[src/rtl/common.sv]
// Shared types for the RV64 core pipeline: execute/memory bundles, data-bus
// request/response and the memory-stage FSM state.
package common;

  typedef logic [63:0] addr_t;
  typedef logic [63:0] word_t;
  typedef logic [4:0]  creg_addr_t;
  typedef logic [7:0]  strobe_t;

  typedef enum logic [3:0] {
    OP_NOP = 4'd0,
    OP_ADD = 4'd1,
    OP_SUB = 4'd2,
    OP_AND = 4'd3,
    OP_OR  = 4'd4,
    OP_LD  = 4'd5,
    OP_SD  = 4'd6,
    OP_SW  = 4'd7,
    OP_SH  = 4'd8,
    OP_SB  = 4'd9
  } decoded_op_t;

  typedef struct packed {
    decoded_op_t op;
  } control_t;

  typedef enum logic [1:0] {
    MSIZE1 = 2'd0,
    MSIZE2 = 2'd1,
    MSIZE4 = 2'd2,
    MSIZE8 = 2'd3
  } msize_t;

  typedef struct packed {
    logic    valid;
    addr_t   addr;
    msize_t  size;
    strobe_t strobe;
    word_t   data;
  } dbus_req_t;

  typedef struct packed {
    logic  addr_ok;
    logic  data_ok;
    word_t data;
  } dbus_resp_t;

  typedef struct packed {
    addr_t      pc;
    control_t   ctl;
    creg_addr_t dst;
    addr_t      mem_addr;
    word_t      result;
  } execute_data_t;

  typedef struct packed {
    addr_t      pc;
    control_t   ctl;
    creg_addr_t dst;
    word_t      result;
  } memory_data_t;

  typedef enum logic {
    IDLE = 1'b0,
    BUS  = 1'b1
  } mem_state_t;

  function automatic logic is_mem_op(input decoded_op_t op);
    return (op == OP_LD) || (op == OP_SD) || (op == OP_SW) ||
           (op == OP_SH) || (op == OP_SB);
  endfunction

endpackage

[src/rtl/mem_align.sv]
// Combinational store alignment: bus size, byte strobes, lane-shifted data and
// misalignment flag. The flag is only raised when MEM_MISALIGN_CHECK_EN is defined.
module mem_align
  import common::*;
(
  input  decoded_op_t i_op,
  input  logic [2:0]  i_addr_lo,
  input  word_t       i_data,
  output msize_t      o_size,
  output strobe_t     o_strobe,
  output word_t       o_data,
  output logic        o_misalign
);

  always_comb begin
    o_size     = MSIZE8;
    o_strobe   = 8'h00;
    o_data     = i_data << {i_addr_lo, 3'b000};
    o_misalign = 1'b0;
    case (i_op)
      OP_LD: begin
        o_data     = '0;
        o_misalign = |i_addr_lo;
      end
      OP_SD: begin
        o_strobe   = 8'hFF;
        o_misalign = |i_addr_lo;
      end
      OP_SW: begin
        o_size     = MSIZE4;
        o_strobe   = 8'h0F << {i_addr_lo[2], 2'b00};
        o_misalign = |i_addr_lo[1:0];
      end
      OP_SH: begin
        o_size     = MSIZE2;
        o_strobe   = 8'h03 << {i_addr_lo[2:1], 1'b0};
        o_misalign = i_addr_lo[0];
      end
      OP_SB: begin
        o_size   = MSIZE1;
        o_strobe = 8'h01 << i_addr_lo;
      end
      default: begin
        o_data = '0;
      end
    endcase
`ifndef MEM_MISALIGN_CHECK_EN
    o_misalign = 1'b0;
`endif
  end

endmodule

[src/rtl/memory_stage.sv]
// Memory pipeline stage: IDLE/BUS FSM driving the data bus for loads/stores and
// registering the writeback bundle. Optional misalign trap: MEM_MISALIGN_CHECK_EN.
module memory_stage
  import common::*;
(
  input  logic          clk,
  input  logic          reset,
  input  execute_data_t dataE,
  input  logic          dataE_valid,
  output logic          dataE_ready,
  output memory_data_t  dataM,
  output logic          dataM_valid,
  output logic          err_misalign,
  output dbus_req_t     dreq,
  input  dbus_resp_t    dresp
);

  mem_state_t   r_state;
  addr_t        r_pc;
  control_t     r_ctl;
  creg_addr_t   r_dst;
  addr_t        r_addr;
  msize_t       r_size;
  strobe_t      r_strobe;
  word_t        r_wdata;
  memory_data_t r_dataM;
  logic         r_dataM_valid;

  msize_t  w_size;
  strobe_t w_strobe;
  word_t   w_wdata;
  logic    w_misalign;
  logic    w_accept;

  // Alignment is resolved at accept time and held, so dreq stays constant in BUS.
  mem_align u_align (
    .i_op       (dataE.ctl.op),
    .i_addr_lo  (dataE.mem_addr[2:0]),
    .i_data     (dataE.result),
    .o_size     (w_size),
    .o_strobe   (w_strobe),
    .o_data     (w_wdata),
    .o_misalign (w_misalign)
  );

  assign dataE_ready = (r_state == IDLE);
  assign w_accept    = dataE_valid && dataE_ready;
  assign dataM       = r_dataM;
  assign dataM_valid = r_dataM_valid;

`ifdef MEM_MISALIGN_CHECK_EN
  logic r_err;
  assign err_misalign = r_err;
`else
  assign err_misalign = 1'b0;
`endif

  always_ff @(posedge clk or negedge reset) begin
    if (!reset) begin
      r_state       <= IDLE;
      r_pc          <= '0;
      r_ctl         <= '0;
      r_dst         <= '0;
      r_addr        <= '0;
      r_size        <= MSIZE1;
      r_strobe      <= '0;
      r_wdata       <= '0;
      r_dataM       <= '0;
      r_dataM_valid <= 1'b0;
`ifdef MEM_MISALIGN_CHECK_EN
      r_err         <= 1'b0;
`endif
    end else begin
      r_dataM_valid <= 1'b0;
`ifdef MEM_MISALIGN_CHECK_EN
      r_err         <= 1'b0;
`endif
      case (r_state)
        IDLE: begin
          if (w_accept) begin
            r_pc     <= dataE.pc;
            r_ctl    <= dataE.ctl;
            r_dst    <= dataE.dst;
            r_addr   <= dataE.mem_addr;
            r_size   <= w_size;
            r_strobe <= w_strobe;
            r_wdata  <= w_wdata;
            if (!is_mem_op(dataE.ctl.op)) begin
              r_dataM       <= '{pc: dataE.pc, ctl: dataE.ctl, dst: dataE.dst,
                                 result: dataE.result};
              r_dataM_valid <= 1'b1;
            end else if (w_misalign) begin
              r_dataM       <= '{pc: dataE.pc, ctl: dataE.ctl, dst: dataE.dst,
                                 result: '0};
              r_dataM_valid <= 1'b1;
`ifdef MEM_MISALIGN_CHECK_EN
              r_err         <= 1'b1;
`endif
            end else begin
              r_state <= BUS;
            end
          end
        end
        BUS: begin
          // addr_ok is not needed: the request is simply held until data_ok.
          if (dresp.data_ok) begin
            r_state       <= IDLE;
            r_dataM       <= '{pc: r_pc, ctl: r_ctl, dst: r_dst,
                               result: (r_ctl.op == OP_LD) ? dresp.data : '0};
            r_dataM_valid <= 1'b1;
          end
        end
        default: r_state <= IDLE;
      endcase
    end
  end

  // Combinational from the state register so an async reset drops valid at once.
  always_comb begin
    dreq = '0;
    if (r_state == BUS) begin
      dreq.valid  = 1'b1;
      dreq.addr   = r_addr;
      dreq.size   = r_size;
      dreq.strobe = r_strobe;
      dreq.data   = r_wdata;
    end
  end

endmodule

[config.mk]
export PLATFORM = sky130hd
export DESIGN_NAME = memory_stage
export DESIGN_NICKNAME = d
export VERILOG_FILES = /design/src/rtl/common.sv /design/src/rtl/mem_align.sv /design/src/rtl/memory_stage.sv
export SDC_FILE = /design/constraint.sdc
export NUM_CORES = 1
export LEC_CHECK = 0
export CELL_PAD_IN_SITES_DETAIL_PLACEMENT = 1
export CELL_PAD_IN_SITES_GLOBAL_PLACEMENT = 1
export CORE_MARGIN = 10
export CORE_UTILIZATION = 38
export CTS_CLUSTER_DIAMETER = 150
export DETAILED_ROUTE_END_ITERATION = 12
export PLACE_DENSITY_LB_ADDON = 0.05
export SETUP_SLACK_MARGIN = 0.15
export SYNTH_ARGS = -nofsm -noshare
export SYNTH_HDL_FRONTEND = slang
export SYNTH_HIERARCHICAL = 1
export SYNTH_SLANG_ARGS = --single-unit
[constraint.sdc]
create_clock -name clk -period 4.55 [get_ports clk]
set_clock_uncertainty 0.15 [all_clocks]
set_input_delay 0.91 -clock clk [delete_from_list [all_inputs] [get_ports clk]]
set_output_delay 0.91 -clock clk [all_outputs]
set_load 0.005 [all_outputs]
# Word-level counts from Yosys, hierarchy flattened
# Cells that the tools add are included.
[word_totals]
regBits = 350
in_bits = 270
word_cells = 52
[classes]
n_eq_ne = 9
shifts = 4
mux = 17
n_bitwise = 1
n_reduce_logical = 8
[op_table]
columns = ["cell", "count"]
rows = [
  ["$mux 137", 3],
  ["$pmux 137 s2", 1],
  ["$mux 139", 1],
  ["$mux 64", 2],
  ["$shl 64x6->64", 1],
  ["$pmux 8 s4", 1],
  ["$eq 4x3->1 const B", 4],
  ["$eq 4x4->1 const B", 2],
  ["$shl 1x3->8 const A", 1],
  ["$shl 2x3->8 const A", 1],
  ["$shl 4x3->8 const A", 1],
  ["$mux 1", 6],
  ["$pmux 2 s3", 1],
  ["$logic_or 1x1->1", 4],
  ["$ne 2x2->1 const B", 2],
  ["$pmux 1 s2", 2],
  ["$reduce_or 4->1", 1],
  ["$reduce_and 3->1", 1],
  ["$ne 2x1->1 const B", 1],
  ["$reduce_and 2->1", 1],
  ["$logic_and 1x1->1", 1],
  ["$not 1->1", 1],
]

# Logic depth before layout (Yosys ltp)
# Gate-level depths: netlist (run 1).
[depth]
ltp_word = 8
ltp_mapped = 8
depth_no_buf = 6

# Hierarchy
# Netlist (run 1), hierarchy kept.
[modules_own_cells]
columns = ["module", "n_inst", "cells_each", "area_each_um2", "seq_area_each_um2"]
rows = [
  ["memory_stage", 1, 1684, 15874.0, 8758.4],
  ["mem_align", 1, 278, 1950.6, 0.0],
]

# Worst setup path before layout (run 1)
# Ideal clock, no wire load.
[synth_timing]
kind = "input -> register"
startpoint = "in dataE[134] in the netlist's numbering"
endpoint = "reg r_dataM, in the netlist dataM[24]"
t_arrival_ns = 2.179
required_time_ns = 4.272
path_slack_ns = 2.094
stages = 6
path_buffers = 2
path_cell_list = "or2_2 a22oi_1 a21oi_1 buf_4 buf_2 mux2_1"
[synth_between]
elab_chain_cells = 7
[synth_rtl]
columns = ["element", "line_no", "text"]
rows = [
  ["start: declaration", "memory_stage.sv:8", "input execute_data_t dataE,"],
  ["$eq 4x3->1", "--", ""],
  ["$logic_or 1x1->1 (3 in series)", "common.sv:69", "return (op == OP_LD) || (op == OP_SD) || (op == OP_SW) ||"],
  ["$logic_or 1x1->1 (*)", "common.sv:70", "(op == OP_SH) || (op == OP_SB);"],
  ["$ne 2x2->1 (no source line) (*)", "--", ""],
  ["$reduce_and 3->1 (no source line) (*)", "--", ""],
  ["end signal: assignment", "memory_stage.sv:89", "r_dataM <= '{pc: dataE.pc, ctl: dataE.ctl, dst: dataE.dst,"],
  ["end signal: assignment", "memory_stage.sv:93", "r_dataM <= '{pc: dataE.pc, ctl: dataE.ctl, dst: dataE.dst,"],
  ["end signal: assignment", "memory_stage.sv:108", "r_dataM <= '{pc: r_pc, ctl: r_ctl, dst: r_dst,"],
  ["end: declaration", "memory_stage.sv:26", "memory_data_t r_dataM;"],
]
# Every way passes the cells marked *; elsewhere a longest branch is shown, timed or not.
# A chain may end at the register's enable or synchronous reset.

==> results.py, run 1 <==
metrics = {
    "status": {
        "outcome": "complete, no violations",
    },
    "place": {
        "gp_congestion": 0.887,
        "port_buffers": 546,
        "hpwl_um": 52900,
    },
    "clocking": {
        "ctsHtreeMaxLevel": 2,
        "postCtsResizedCells": 0,
        "cts_tree": "done",
        "post_cts_buffers": 0,
        "cts_buffers": 43,
        "root_buffer": "clkbuf_16",
        "cts_hold_buf": 0,
        "clock-sinks": 350,
        "clk_latency_ps": 570,
        "clock_path_buffers": 3,
        "clk_pin_slew_worst_paths_ps": 60,
    },
    "grt": {
        "grt_pass1_vias": 17815,
        "grt_pass1_wl_um": 112000,
        "grt_antenna_before_repair": 10,
        "gr-total-overflow": 0,
        "grt_max_degree": 213,
        "grt_usage_pct": 25.5,
    },
    "power": {
        "power_density_nw_per_um2": 371,
        "peakVddDrop_uv": 273,
        "leakage_nw": 11.7,
    },
    "die": {
        "core_area_um2": 46500,
        "die_w_um": 237,
        "ios": 549,
        "fp.dieH_um": 237,
        "row_count": 79,
        "fp.dieArea_um2": 56000,
        "initial_core_util_pct": 38.4,
    },
    "setup_path": {
        "cp.arrival_ps": 2720,
        "cp_num_buf_inv": 2,
        "crit_path_max_fanout": 112,
        "start_kind": "flip-flop",
        "critical_path.top_delay_family": "flip-flops",
        "cp.required_ps": 3490,
        "critical_path_class": "flip-flop to primary output",
        "end_kind": "primary output",
        "max_stage_delay_ps": 1060,
        "slowest_stage": "dfrtp_4",
        "worstPathCellList": "buf_12 > and2_1 > clkdlybuf4s50_1",
    },
    "sta": {
        "slew_viol_final": 0,
        "fin_setup_tns_ps": 0,
        "rsz0062_at_grt": "false",
        "hold_viol": 0,
        "worst_pin_slew_ps": 1280,
        "min_period_ps": 3780,
        "slew_headroom_pct": 14.4,
        "fmax_mhz": 264,
        "setup-violations-final": 0,
        "min_period_over_period_pct": 83.2,
    },
    "detailed_routing": {
        "ant_nets": 0,
        "drc": 0,
        "firstDrtPassIters": 5,
        "drt-total-wl_um": 74300,
        "num_vias": 16357,
        "avgRoutedWirePerCell_um": 24.2,
        "drt_first_iter_violations": 1041,
        "viasPerCell": 5.33,
    },
    "layout": {
        "multiInputGateArea_um2": 8410,
        "fillers": 5261,
        "fin_util_pct": 53.9,
        "final_layout_size_suffix_gt1_share_pct": 8.24,
        "seqCellArea_um2": 8760,
        "area_growth_pct": 40.5,
        "fin_nets": 2696,
    },
    "run": {
        "maxCapViolCount": 0,
    },
    "logic_synthesis": {
        "synth-edff-count": 0,
        "syn_area_um2": 17800,
        "ys.flop_type": "dfrtp_1",
        "synthCells": 1962,
        "synth.distinct_cells": 44,
        "synth-seq-area-share_pct": 49.1,
        "syn_nets": 2232,
        "ys_async_sr_fraction_pct": 100,
        "ys_ff_latch": 350,
        "yosysWarnings": 6,
        "avgSynthCellArea_um2": 9.08,
    },
    "worst_hold_path": {
        "hold_class": "input pin to async pin",
    },
}
area by class of cell:
type / count / share of cell area (%)
Clock buffer: 64 / 4.93
Multi-Input combinational cell: 1454 / 33.6
Sequential cell: 350 / 35.0
Clock inverter: 7 / 0.185
Inverter: 6 / 0.0899
Antenna cell: 8 / 0.0799
Timing Repair Buffer: 571 / 23.1
Tap cell: 607 / 3.03
flip-flops by register name, indices dropped and copies added (netlist names):
signal       cells
dataM_valid      1
r_addr          64
r_ctl            4
r_dst            5
r_size           2
dataM          137
r_state          1
r_pc            64
r_wdata         64
r_strobe         8
where the power goes:
part | internal, mW | switching [mW] | leakage, nW
sequential | 3.56 | 0.296 | 4.38
combinational | 1.16 | 1.04 | 6.67
clock | 1.86 | 1.38 | 0.632
total | 6.58 | 2.72 | 11.7
cell usage in the layout (no fill, tap or decap), drive strengths merged, types with 3 or more instances in the layout:
cell / synthesis / layout
clkinv: 0 / 4
o22ai: 24 / 24
nand2: 724 / 724
mux2i: 82 / 82
clkdlybuf4s50: 0 / 543
a22o: 65 / 65
nor3: 15 / 15
or2: 3 / 3
nand2b: 5 / 5
and2: 146 / 146
clkbuf: 87 / 64
a211oi: 10 / 10
dfrtp: 350 / 350
a22oi: 96 / 96
buf: 65 / 28
mux2: 119 / 119
a21oi: 94 / 94
diode: 0 / 8
nor2: 37 / 37
inv: 6 / 9
nor2b: 4 / 4
a221oi: 9 / 9
cells by family after synthesis:
family,count (synthesis),share of synthesized area [%]
mux,201,12.1
flops,350,49.1
buf+inv,158,3.92
simple gates,943,22.5
compound gates,308,12.3
other cells,2,0.0421
path summary, 6_finish.rpt:
check | from | to | slack [ps] | cells past startpoint
setup / recovery | r_state$_DFF_PN0_ | dreq[1] | 770 | 3
hold / removal | reset | dataM[134]$_DFFE_PN0P_ | 190 | 1
setup reg to reg | r_state$_DFF_PN0_ | dataM[93]$_DFFE_PN0P_ | 1790 | 4
hold reg to reg | r_wdata[4]$_DFFE_PN0P_ | r_wdata[4]$_DFFE_PN0P_ | 320 | 2
max in group asynchronous | reset | r_state$_DFF_PN0_ | 2840 | 2
min in group clk | r_wdata[4]$_DFFE_PN0P_ | r_wdata[4]$_DFFE_PN0P_ | 320 | 2
through the flow:
step	cells	hold slack [ps]	power, mW	cell area, um2	setup WS (ps)
final	3067	186	9.30	25100	765
after global routing	3067	232	9.77	25100	510
after CTS	3059	206	9.41	25000	613
after detailed placement	2988	304	6.12	23700	740
after global placement	2988	300	6.02	23700	770
after floorplan	1962	288	4.78	17800	2090
synthesized netlist by cell type (all sizes together) (10+ instances only):
master	number	area share [%]
a22o	65	3.2
a21oi	94	2.6
clkbuf	87	1.8
o22ai	24	0.84
mux2i	82	4.6
nor2	37	0.78
and2	146	5.1
a211oi	10	0.51
mux2	119	7.5
a22oi	96	4.0
dfrtp	350	49
buf	65	2.0
nor3	15	0.42
nand2	724	15
per-layer routing:
layer,GRT usage (%),part of all wire [%],vias up
met1,30.5,40,8310
met3,8.59,8.3,76
met2,42.8,49,457
met4,7.24,1.9,4
met5,0,0.028,-
li1,-,-,7510
(Power assumes the default switching activity.)
==> inputs of run 2 (changes only) <==
- CORE_UTILIZATION: 38 -> 35
- clock period: 4.55 -> 3.9 ns (I/O delays scaled with it)
==> run 2 against run 1 <==
  * The run now ends with hold timing left
  * Sequential power rose by 16%
  * Count of clock-buffer cells in the layout rose by 5
  * Non-clock buffer count increased by 20
  * Combinational power grew 19%
==> results.py, run 2 (synthesized netlist as in run 1, its figures left out) <==
metrics = {
    "detailed_routing": {
        "firstDrtPassIters": 5,
        "drc": 0,
        "avgRoutedWirePerCell_um": 23.9,
        "drt-total-wl_um": 75400,
        "drt_first_iter_violations": 837,
        "num_vias": 16287,
        "viasPerCell": 5.17,
        "ant_nets": 0,
    },
    "die": {
        "fp.dieH_um": 246,
        "ios": 549,
        "initial_core_util_pct": 35.5,
        "row_count": 82,
        "core_area_um2": 50300,
        "die_w_um": 246,
        "fp.dieArea_um2": 60400,
    },
    "place": {
        "port_buffers": 546,
        "dp_slack_ps": 404,
        "gp_congestion": 0.860,
        "hpwl_um": 54700,
    },
    "setup_path": {
        "r2r_start": "r_state$_DFF_PN0_",
        "start_kind": "flip-flop",
        "worstPathCellList": "buf_4 > and2_1 > clkdlybuf4s50_1",
        "rrSetupSlack_ps": 1160,
        "crit_path_max_fanout": 55,
        "rr_endpoint": "r_wdata[42]$_DFFE_PN0P_",
        "cp.arrival_ps": 2550,
        "max_stage_delay_ps": 860,
        "critical_path_class": "flip-flop to primary output",
        "cp.required_ps": 2970,
        "slowest_stage": "dfrtp_4",
        "reg2reg_depth": 5,
        "end_kind": "primary output",
    },
    "clocking": {
        "root_buffer": "clkbuf_16",
        "clock-sinks": 350,
        "cts_buffers": 43,
        "ctsHtreeMaxLevel": 2,
        "clock_path_buffers": 3,
        "clk_latency_ps": 560,
        "postCtsResizedCells": 0,
        "post_cts_buffers": 0,
        "clk_pin_slew_worst_paths_ps": 60,
        "cts_tree": "done",
        "cts_hold_buf": 0,
    },
    "layout": {
        "final_layout_size_suffix_gt1_share_pct": 9.24,
        "layout_common_cells": "723 x nand2_1, 543 x clkdlybuf4s50_1, 349 x dfrtp_1, 146 x and2_1, 97 x mux2_2",
        "fillers": 5730,
        "fin_nets": 2716,
        "largest_reg_flops": 137,
        "area_growth_pct": 42.5,
        "final_common_cell": "nand2_1",
    },
    "grt": {
        "grt_pass1_wl_um": 113000,
        "grt_pass1_vias": 17578,
        "grt_max_degree": 213,
        "grt_usage_pct": 24.2,
        "grt_antenna_before_repair": 6,
        "gr-total-overflow": 0,
    },
    "sta": {
        "fin_setup_tns_ps": 0,
        "fmax_mhz": 287,
        "rsz0062_at_grt": "false",
        "hold_viol": 1,
        "worst_pin_slew_ps": 1100,
        "min_period_ps": 3480,
        "slew_headroom_pct": 27.0,
        "slew_viol_final": 0,
        "hold_slack_ps": -1.98,
        "timing.final.ws_setup_ps": 419,
        "setup-violations-final": 0,
        "min_period_over_period_pct": 89.3,
    },
    "power": {
        "leakage_nw": 11.8,
        "peakVddDrop_uv": 263,
        "power_density_nw_per_um2": 435,
    },
    "status": {
        "violations": "hold timing",
        "outcome": "finished with violations",
    },
    "worst_hold_path": {
        "hold_class": "input pin to async pin",
    },
    "run": {
        "maxCapViolCount": 0,
    },
}
==> run 2: changes by cell type in the layout (fill, tap and decap cells not counted), sizes merged <==
cell,change
clkinv,+1
diode,-6
clkinvlp,+2
inv,-2
buf,+20
clkbuf,+5
==> run 2: power breakdown <==
group	switching [mW]	internal, mW
Sequential	0.334	4.15
Combinational	1.24	1.37
Clock	1.62	2.34
==> run 2: layout make-up <==
| class | count | area, um2 | share of cell area (%) |
|---|---|---|---|
| Clock buffer | 69 | 1340 | 5.26 |
| Tap cell | 672 | 841 | 3.31 |
| Clock inverter | 8 | 48.8 | 0.192 |
| Antenna cell | 2 | 5.00 | 0.0197 |
| Sequential cell | 350 | 8760 | 34.5 |
| Multi-Input combinational cell | 1454 | 8410 | 33.1 |
| Inverter | 6 | 22.5 | 0.0887 |
| Timing Repair Buffer | 591 | 5960 | 23.5 |
==> run 2: worst max-delay path by stage <==
| stage | startpoint | endpoint | slack, ps |
|---|---|---|---|
| 2_1_floorplan | dataE[134] | dataM[24]$_DFFE_PN0P_ | 1570 |
| 3_3_place_gp | dataE[135] | dataM[47]$_DFFE_PN0P_ | 500 |
| 3_5_place_dp | dataE[135] | dataM[47]$_DFFE_PN0P_ | 400 |
| 4_1_cts | r_state$_DFF_PN0_ | dreq[100] | 360 |
| 5_1_grt | r_state$_DFF_PN0_ | dreq[56] | 270 |
| 6_report | r_state$_DFF_PN0_ | dreq[56] | 420 |
==> run 2: metal layers <==
layer  GRT usage (%)  routed length (um)  vias to the layer above
met5               0                  53                        -
met1            30.0               31200                     8217
met3            7.50                5920                       83
li1                -                   -                     7550
met4            5.74                1390                        8
met2            40.4               36900                      429
==> run 2: critical path: cells and delay by family, from the launching register on <==
kind	cells	cell delay, ps
buffers and inverters	2	940
and+or+nand+nor	1	160
DFF	1	860
==> run 2: metrics by stage <==
stage                     std cells  instance area (um2)  utilization [%]  power [mW]
after floorplan                1962                17800                -        5.57
after global placement         3073                24000             47.7        7.07
after detailed placement       3073                24000             47.7        7.18
after CTS                      3150                25400             50.5        11.2
after global routing           3152                25400             50.5        11.6
final                          3152                25400             50.5        11.1
